<file path="src/rtl/uart_transmitter.sv">
// uart_transmitter
//   Serializes bytes onto an idle-high 8N1 UART line: one start bit (0), eight
//   data bits LSB first, one stop bit (1). Each bit lasts SYMBOL_EDGE_TIME clk
//   cycles, so a whole frame is exactly 10*SYMBOL_EDGE_TIME cycles.
//
// Ports
//   clk            in   system clock, rising edge
//   reset          in   asynchronous, active-high reset
//   data_in        in   byte to send, captured on the accepting edge
//   data_in_valid  in   source has a byte on data_in
//   data_in_ready  out  registered; high only while idle, a byte may be accepted
//   serial_out     out  registered TX line, idle high, forced high by reset
//
// Timing notes
//   The byte is accepted on an edge where data_in_valid && data_in_ready.
//   The start bit appears on serial_out right after that edge.
//   The final cycle of the stop bit is spent in IDLE with the line high and
//   ready raised. A source holding valid therefore has its next byte accepted
//   on the edge that ends the stop bit. Back-to-back frames are spaced exactly
//   10*SYMBOL_EDGE_TIME cycles apart, with no idle gap.
module uart_transmitter #(
  parameter int unsigned CLOCK_FREQ = 125_000_000,
  parameter int unsigned BAUD_RATE  = 115_200
) (
  input  logic       clk,
  input  logic       reset,
  input  logic [7:0] data_in,
  input  logic       data_in_valid,
  output logic       data_in_ready,
  output logic       serial_out
);

  localparam int unsigned SYMBOL_EDGE_TIME    = CLOCK_FREQ / BAUD_RATE;
  localparam int unsigned CLOCK_COUNTER_WIDTH = $clog2(SYMBOL_EDGE_TIME);
  localparam int unsigned CNT_W = (CLOCK_COUNTER_WIDTH > 0) ? CLOCK_COUNTER_WIDTH : 1;
  localparam int unsigned BIT_IDX_W = 3;

  // Last counter value of an ordinary bit period.
  localparam logic [CNT_W-1:0] LAST_TICK = CNT_W'(SYMBOL_EDGE_TIME - 1);
  // STOP exits one tick early; the last stop-bit cycle is the IDLE cycle.
  localparam logic [CNT_W-1:0] STOP_LAST_TICK = CNT_W'(SYMBOL_EDGE_TIME - 2);
  localparam logic [BIT_IDX_W-1:0] LAST_BIT = BIT_IDX_W'(7);

  typedef enum logic [1:0] {
    IDLE  = 2'd0,
    START = 2'd1,
    DATA  = 2'd2,
    STOP  = 2'd3
  } state_t;

  state_t               state_q, state_d;
  logic [CNT_W-1:0]     cnt_q, cnt_d;
  logic [BIT_IDX_W-1:0] bit_idx_q, bit_idx_d;
  logic [7:0]           shift_q, shift_d;
  logic                 serial_d;
  logic                 ready_d;
  logic                 tick_last;
  logic                 stop_last;
  logic                 accept;

  assign tick_last = (cnt_q == LAST_TICK);
  assign stop_last = (cnt_q == STOP_LAST_TICK);
  assign accept    = data_in_valid && data_in_ready;

  // State, counters, shift register and both outputs live in one flop bank.
  always_ff @(posedge clk or posedge reset) begin
    if (reset) begin
      state_q       <= IDLE;
      cnt_q         <= '0;
      bit_idx_q     <= '0;
      shift_q       <= '0;
      serial_out    <= 1'b1;
      data_in_ready <= 1'b1;
    end else begin
      state_q       <= state_d;
      cnt_q         <= cnt_d;
      bit_idx_q     <= bit_idx_d;
      shift_q       <= shift_d;
      serial_out    <= serial_d;
      data_in_ready <= ready_d;
    end
  end

  // Next-state and next-output logic. serial_d is the level for the coming bit.
  always_comb begin
    state_d   = state_q;
    cnt_d     = cnt_q;
    bit_idx_d = bit_idx_q;
    shift_d   = shift_q;
    serial_d  = serial_out;
    ready_d   = data_in_ready;

    case (state_q)
      IDLE: begin
        serial_d = 1'b1;
        ready_d  = 1'b1;
        cnt_d    = '0;
        if (accept) begin
          state_d   = START;
          shift_d   = data_in;
          bit_idx_d = '0;
          serial_d  = 1'b0;
          ready_d   = 1'b0;
        end
      end

      START: begin
        serial_d = 1'b0;
        ready_d  = 1'b0;
        cnt_d    = cnt_q + CNT_W'(1);
        if (tick_last) begin
          state_d   = DATA;
          cnt_d     = '0;
          bit_idx_d = '0;
          serial_d  = shift_q[0];
        end
      end

      DATA: begin
        ready_d = 1'b0;
        cnt_d   = cnt_q + CNT_W'(1);
        if (tick_last) begin
          cnt_d = '0;
          if (bit_idx_q == LAST_BIT) begin
            state_d  = STOP;
            serial_d = 1'b1;
          end else begin
            // Shift right so the next data bit is always at position 0.
            bit_idx_d = bit_idx_q + BIT_IDX_W'(1);
            shift_d   = {1'b0, shift_q[7:1]};
            serial_d  = shift_q[1];
          end
        end
      end

      STOP: begin
        serial_d = 1'b1;
        ready_d  = 1'b0;
        cnt_d    = cnt_q + CNT_W'(1);
        if (stop_last) begin
          state_d = IDLE;
          cnt_d   = '0;
          ready_d = 1'b1;
        end
      end

      default: begin
        state_d  = IDLE;
        cnt_d    = '0;
        serial_d = 1'b1;
        ready_d  = 1'b1;
      end
    endcase
  end

endmodule
</file>
<file path="config.mk">
export PLATFORM = sky130hd
export DESIGN_NAME = uart_transmitter
export DESIGN_NICKNAME = d
export VERILOG_FILES = /design/src/rtl/uart_transmitter.sv
export SDC_FILE = /design/constraint.sdc
export NUM_CORES = 1
export LEC_CHECK = 0
export ABC_AREA = 1
export ABC_CLOCK_PERIOD_IN_PS = 4450
export CAP_MARGIN = 10
export CORE_MARGIN = 1
export CORE_UTILIZATION = 55
export DETAILED_ROUTE_END_ITERATION = 6
export PLACE_DENSITY = 0.76
export SKIP_LAST_GASP = 1
export SLEW_MARGIN = 30
export SYNTH_ARGS = -nofsm -noshare
export SYNTH_HDL_FRONTEND = slang
export SYNTH_SLANG_ARGS = --single-unit
</file>
<file path="constraint.sdc">
create_clock -name clk -period 4.45 [get_ports clk]
set_input_delay 0.445 -clock clk [delete_from_list [all_inputs] [get_ports clk]]
set_output_delay 0.445 -clock clk [all_outputs]
set_load 0.03 [all_outputs]
</file>
==> results.json, run 1 <==
{
  "hold_viol": 0,
  "power_switching_mw": 0.4735,
  "ios": 13,
  "layout.nets": 237,
  "regArea_sq_um": 653.1,
  "post_cts_buffers": 0,
  "pwr-share-clk_pct": 15.2,
  "slowest_stage": "ha_1",
  "gp_congestion": 0.8545,
  "io_buffers": 12,
  "ys_seq_area_share_pct": 41.10,
  "drv_cap": 0,
  "syn-mean-instance-area_sq_um": 7.866,
  "avgViaCountPerCell": 5.301,
  "ir_worst_vdd_v": 0.0004452,
  "drc_errors": 0,
  "cts_resized": 0,
  "power_density_mw_per_mm2": 596.6,
  "relSlewSlack_pct": 62.37,
  "cts_buffers": 3,
  "internal_power_mw": 0.5896,
  "vias": 1304,
  "overflow": 0,
  "clkLatencyLatePin_ns": 0.33,
  "p_sw_share_pct": 44.54,
  "path_depth": 9,
  "synth_cell_types": 30,
  "timing.fmax_mhz": 462.6,
  "antenna_found_initial": 0,
  "routed_wl_mm": 2.938,
  "multi_input_area_sq_um": 814.5,
  "hp-class": "in2async",
  "grtUsageTotal_pct": 20.29,
  "stdcell_count": 246,
  "cts-root-buf": "clkbuf_4",
  "drt_iter0_drc": 68,
  "holdBufCountCts": 0,
  "ys.warnings.count": 0,
  "ant_nets": 0,
  "fp.dieW_um": 55.75,
  "rows": 19,
  "cp_top_family": "simple AND/OR/NAND/NOR gates",
  "leakage_nw": 0.9248,
  "worstPathArrival_ns": 2.43,
  "wl_per_cell_um": 11.94,
  "h-tree-depth": 1,
  "critical_path_buf_inv_count": 3,
  "start_util_pct": 57.62,
  "slowest_delay_ns": 0.53,
  "drive_gt1_share_pct": 13.02,
  "dp_hpwl_mm": 2.147,
  "fin_worst_skew_ns": 0.01124,
  "worstPathRequired_ns": 4.72,
  "grt_max_degree": 27,
  "cp-end-kind": "flop",
  "crit_path_cell_trace": "inv_1 -> ha_1 -> inv_1 -> or2_1 -> nand2_1 -> inv_1 -> nand4_1 -> nand2_1 -> nand2_1",
  "final_max_slew_viol_count": 0,
  "worstMarginPinSlew_ns": 0.5645,
  "clock_sinks": 26,
  "min_period_over_period_pct": 48.58,
  "cts_buffer_depth": 2,
  "die-area_sq_mm": 0.003108,
  "path_class": "reg2reg",
  "yosys_register_bits": 26,
  "synthToLayoutAreaGrowth_pct": 12.13,
  "final.fill_count": 245,
  "syn_inst": 202,
  "syn_area_sq_mm": 0.001589,
  "rsz0062_at_grt": "false",
  "setup_viol": 0,
  "setup_tns_ns": 0,
  "diodes": 0,
  "die_h_um": 55.75,
  "clkSlewWorstSetupHoldPaths_ns": 0.15,
  "place_inst": 242,
  "power_frac_seq_pct": 34.1,
  "synth_nets": 223,
  "grt_pass1_wl_mm": 4.988,
  "post-route-min-period_ns": 2.162,
  "status": "completed",
  "crit_fanout": 14,
  "firstDrtPassIters": 4,
  "worst_r2r_path_depth": 9,
  "cts_tree": "done",
  "cp-start-kind": "flop",
  "combPwrFrac_pct": 50.7,
  "placeableCoreArea_sq_mm": 0.002758,
  "grt_pass1_vias": 1272
}
## path summary, 6_finish.rpt
path	end	from	slack, ns
hold reg to reg	shift_q[2]$_DFFE_PP0P_	shift_q[2]$_DFFE_PP0P_	0.49
setup / recovery	state_q[0]$_DFFE_PP0P_	state_q[0]$_DFFE_PP0P_	2.29
setup reg to reg	state_q[0]$_DFFE_PP0P_	state_q[0]$_DFFE_PP0P_	2.29
hold / removal	cnt_q[1]$_DFF_PP0_	reset	0.46
min in group clk	shift_q[2]$_DFFE_PP0P_	shift_q[2]$_DFFE_PP0P_	0.49
max in group asynchronous	serial_out$_DFFE_PP1P_	reset	3.61
## cell type report
cell class	count	area share, %
clock buffers	3	1.264
clock inverters	1	1.685
inverters	26	5.758
multi-input cells	147	45.72
flip-flops and latches	26	36.66
well taps	31	2.177
repair buffers	12	6.742
## power groups by stage
stage	logic [mW]	clock network [mW]	registers (mW)
CTS	0.540	0.168	0.362
finish	0.539	0.162	0.362
global route	0.603	0.174	0.370
global placement	0.516	0	0.364
floorplan	0.418	0	0.374
detailed placement	0.532	0	0.366
## sequential cells by signal, summed over array words and instances, names as in the netlist
name           flops
serial_out         1
bit_idx_q          3
state_q            2
cnt_q             11
data_in_ready      1
shift_q            8
## cells in the final DEF (no fill, tap or decap), types with 2 or more instances in the layout
cell	netlist	layout
nand2_4	4	4
a21oi_1	2	2
clkbuf_4	0	3
nand3_2	2	2
xor2_1	3	3
nor2_1	14	14
nand3_1	18	18
dfstp_2	2	2
o21ai_0	2	2
inv_1	21	20
nor2_4	3	3
nand4_1	4	4
clkdlybuf4s50_1	0	12
inv_2	4	5
xnor2_1	2	2
nand2_1	71	71
ha_1	10	10
dfrtp_1	24	24
nor2_2	2	2
## metrics by stage
step / area [sq um] / util [%] / power, mW / setup WS, ns / hold WS (ns)
CTS: 1782 / 64.61 / 1.069 / 2.293 / 0.4707
global route: 1782 / 64.61 / 1.146 / 2.163 / 0.5116
finish: 1782 / 64.61 / 1.063 / 2.288 / 0.4591
floorplan: 1589 / - / 0.7914 / 2.910 / 0.4417
detailed placement: 1729 / 62.70 / 0.8981 / 2.320 / 0.4593
global placement: 1729 / 62.70 / 0.8796 / 2.454 / 0.4578
## cells in the mapped netlist
master | number | area share [%]
nor2_1 | 14 | 3.3
nand4_1 | 4 | 1.6
dfstp_2 | 2 | 3.3
xor2_1 | 3 | 1.7
nor2_4 | 3 | 2.1
o31ai_1 | 1 | 0.47
dfrtp_1 | 24 | 38
inv_1 | 21 | 5.0
nand2_2 | 1 | 0.39
a21boi_1 | 1 | 0.47
nand2_1 | 71 | 17
a21oi_2 | 1 | 0.55
or2_2 | 1 | 0.39
nor2_2 | 2 | 0.79
nand2_4 | 4 | 2.8
ha_1 | 10 | 7.9
clkinv_4 | 1 | 0.55
xnor2_1 | 2 | 1.1
nor3_2 | 1 | 0.63
o21ai_0 | 2 | 0.63
inv_2 | 4 | 0.94
clkbuf_1 | 1 | 0.24
buf_4 | 2 | 0.94
a21oi_1 | 2 | 0.63
nand3_1 | 18 | 5.7
or2_1 | 1 | 0.39
a21oi_4 | 1 | 1.0
or3_1 | 1 | 0.39
nand3_2 | 2 | 1.3
nor3_1 | 1 | 0.31
## metal layers
metal,GRT usage [%],up-vias,part of all wire (%)
met5,0,-,0
met2,37.18,30,52
met1,22.17,612,43
li1,-,657,-
met4,11.07,0,1.4
met3,3.256,5,3.3
## cell families after synthesis
group	Yosys count	synth area share, %
DFF	26	41.10
and+or+nand+nor	124	36.85
AOI/OAI and AO/OA	8	3.780
adders and majority gates	10	7.874
buffers and inverters	29	7.637
xor gates and xnor gates	5	2.756
## worst register-to-register path: cells and delay by family (launching register included)
kind | cells | cell delay, ns
simple gates | 5 | 0.61
fa+ha+maj | 1 | 0.53
buf+inv | 3 | 0.51
flops | 1 | 0.46
(Power assumes the default switching activity.)
==> inputs of run 2 (changes only) <==
--- a/config.mk
+++ b/config.mk
@@ -6,12 +6,12 @@
 export NUM_CORES = 1
 export LEC_CHECK = 0
 export ABC_AREA = 1
-export ABC_CLOCK_PERIOD_IN_PS = 4450
+export ABC_CLOCK_PERIOD_IN_PS = 1800
 export CAP_MARGIN = 10
 export CORE_MARGIN = 1
-export CORE_UTILIZATION = 55
+export CORE_UTILIZATION = 51
 export DETAILED_ROUTE_END_ITERATION = 6
-export PLACE_DENSITY = 0.76
+export PLACE_DENSITY = 0.74
 export SKIP_LAST_GASP = 1
 export SLEW_MARGIN = 30
 export SYNTH_ARGS = -nofsm -noshare
==> constraint.sdc (replaced) <==
create_clock -name clk -period 1.8 [get_ports clk]
set_input_delay 0.18 -clock clk [delete_from_list [all_inputs] [get_ports clk]]
set_output_delay 0.18 -clock clk [all_outputs]
set_load 0.03 [all_outputs]
==> run 2 against run 1 <==
First-iteration DRC count decreased by 10%. Die area increased by 7.6%. Critical path depth is 8 lower. Worst setup slack worse by 2.2 ns. Count of clock-buffer cells in the layout is the same. Global-route usage fell by 0.47 points. Register-to-register slack worse by 2.1 ns. Clock skew fell by 0.0090 ns. Sequential share of layout area decreased by 0.66 points. Worst hold slack lost 0.28 ns. Final cell count rose by 1.6%. Critical path type is now reg2out. Critical endpoint is now data_in_ready. Largest cell class unchanged. Highest routed layer unchanged.
==> results.json, run 2 (same netlist as run 1, synthesis figures left out) <==
{
  "drt_iter0_drc": 61,
  "worstPathArrival_ns": 1.56,
  "h-tree-depth": 1,
  "gp_congestion": 0.9180,
  "firstDrtPassIters": 4,
  "drive_gt1_share_pct": 14.61,
  "cts_buffers": 3,
  "fp.dieW_um": 57.82,
  "clkLatencyLatePin_ns": 0.32,
  "cp-end-kind": "output pin",
  "worstMarginPinSlew_ns": 0.4067,
  "status": "completed",
  "largest_registers": "cnt_q (11), shift_q (8), bit_idx_q (3)",
  "ios": 13,
  "post-route-min-period_ns": 1.736,
  "hold_viol": 0,
  "setup_tns_ns": 0,
  "hp-class": "in2async",
  "cp_top_family": "buffers and inverters",
  "die_h_um": 57.82,
  "pre_cts_ws_ns": 0.2027,
  "slowest_delay_ns": 0.67,
  "largest_reg_flops": 11,
  "routed_wl_mm": 2.832,
  "final.fill_count": 247,
  "clkSlewWorstSetupHoldPaths_ns": 0.14,
  "grt_pass1_vias": 1256,
  "stdcell_count": 250,
  "crit_fanout": 3,
  "timing.fmax_mhz": 576.2,
  "rows": 19,
  "worstPathRequired_ns": 1.62,
  "ant_nets": 0,
  "start_util_pct": 55.70,
  "grt_pass1_wl_mm": 5.147,
  "wl_per_cell_um": 11.33,
  "critical_path_buf_inv_count": 1,
  "io_buffers": 12,
  "ir_worst_vdd_v": 0.0007154,
  "min_period_over_period_pct": 96.42,
  "overflow": 0,
  "post_cts_buffers": 0,
  "placeableCoreArea_sq_mm": 0.002853,
  "cts-root-buf": "clkbuf_4",
  "layout.nets": 241,
  "cts_buffer_depth": 2,
  "place_inst": 246,
  "clock_sinks": 26,
  "dp_hpwl_mm": 2.190,
  "top_register": "cnt_q",
  "antenna_found_initial": 0,
  "setup_viol": 0,
  "setup_ws_ns": 0.06437,
  "leakage_nw": 0.9462,
  "cts_tree": "done",
  "fin_worst_skew_ns": 0.002249,
  "relSlewSlack_pct": 72.82,
  "total_power_mw": 2.654,
  "diodes": 0,
  "vias": 1281,
  "drc_errors": 0,
  "cp-start-kind": "flop",
  "path_class": "reg2out",
  "final_max_slew_viol_count": 0,
  "final_cell_mix": "71 x nand2_1, 24 x dfrtp_1, 21 x inv_1",
  "die-area_sq_mm": 0.003343,
  "slowest_stage": "clkdlybuf4s50_1",
  "drv_cap": 0,
  "grt_max_degree": 27,
  "final_common_cell": "nand2_1",
  "rsz0062_at_grt": "false",
  "power_density_mw_per_mm2": 1463,
  "grtUsageTotal_pct": 19.82,
  "synthToLayoutAreaGrowth_pct": 14.17,
  "crit_path_cell_trace": "clkdlybuf4s50_1",
  "avgViaCountPerCell": 5.124
}
-- run 2: cell count changes in the layout (fill, tap and decap cells not counted) --
cell    delta
inv_1      +1
nor2_1     -1
inv_2      -1
nor2_2     +1
buf_4      +4
-- run 2: final timing paths --
path | startpoint | end | slack, ns | depth (start not counted)
max in group asynchronous | reset | data_in_ready$_DFF_PP1_ | 1.31 | 3
hold reg to reg | cnt_q[0]$_DFF_PP0_ | cnt_q[0]$_DFF_PP0_ | 0.49 | 1
min in group clk | data_in[7] | shift_q[7]$_DFFE_PP0P_ | 0.40 | 3
hold / removal | reset | shift_q[5]$_DFFE_PP0P_ | 0.18 | 3
setup reg to reg | state_q[0]$_DFFE_PP0P_ | shift_q[1]$_DFFE_PP0P_ | 0.19 | 8
setup / recovery | data_in_ready$_DFF_PP1_ | data_in_ready | 0.06 | 1
-- run 2: cell type report --
cell class | instances | area [sq um] | area share (%)
clock buffers | 3 | 22.52 | 1.241
clock inverters | 1 | 30.03 | 1.655
inverters | 26 | 102.6 | 5.655
multi-input cells | 147 | 817.0 | 45.03
flip-flops and latches | 26 | 653.1 | 36.00
well taps | 31 | 38.79 | 2.138
repair buffers | 16 | 150.1 | 8.276
-- run 2: stage by stage --
stage | util, % | hold WS [ns] | instance area, sq um
after floorplan | - | 0.2185 | 1589
after global placement | 61.67 | 0.4537 | 1759
final | 63.60 | 0.1820 | 1814
after detailed placement | 61.67 | 0.4635 | 1759
after global routing | 63.60 | 0.1952 | 1814
after CTS | 63.51 | 0.1801 | 1812
-- run 2: where the power goes --
group,switching [mW],internal [mW]
Clock,0.179,0.225
Combinational,0.863,0.494
Sequential,0.118,0.774
Total,1.16,1.49
-- run 2: timing repair --
action / 4_1_cts / 5_1_grt
hold buffers: 0 / 0
gates resized for setup: 0 / 1
endpoints found under the setup margin: 0 / 1
-- run 2: metal layers --
metal	vias up	share of wire [%]	track usage, %
li1	666	-	-
met1	590	44	23.77
met2	20	51	35.63
met3	5	3.1	2.009
met4	0	1.7	9.184
met5	-	0	0
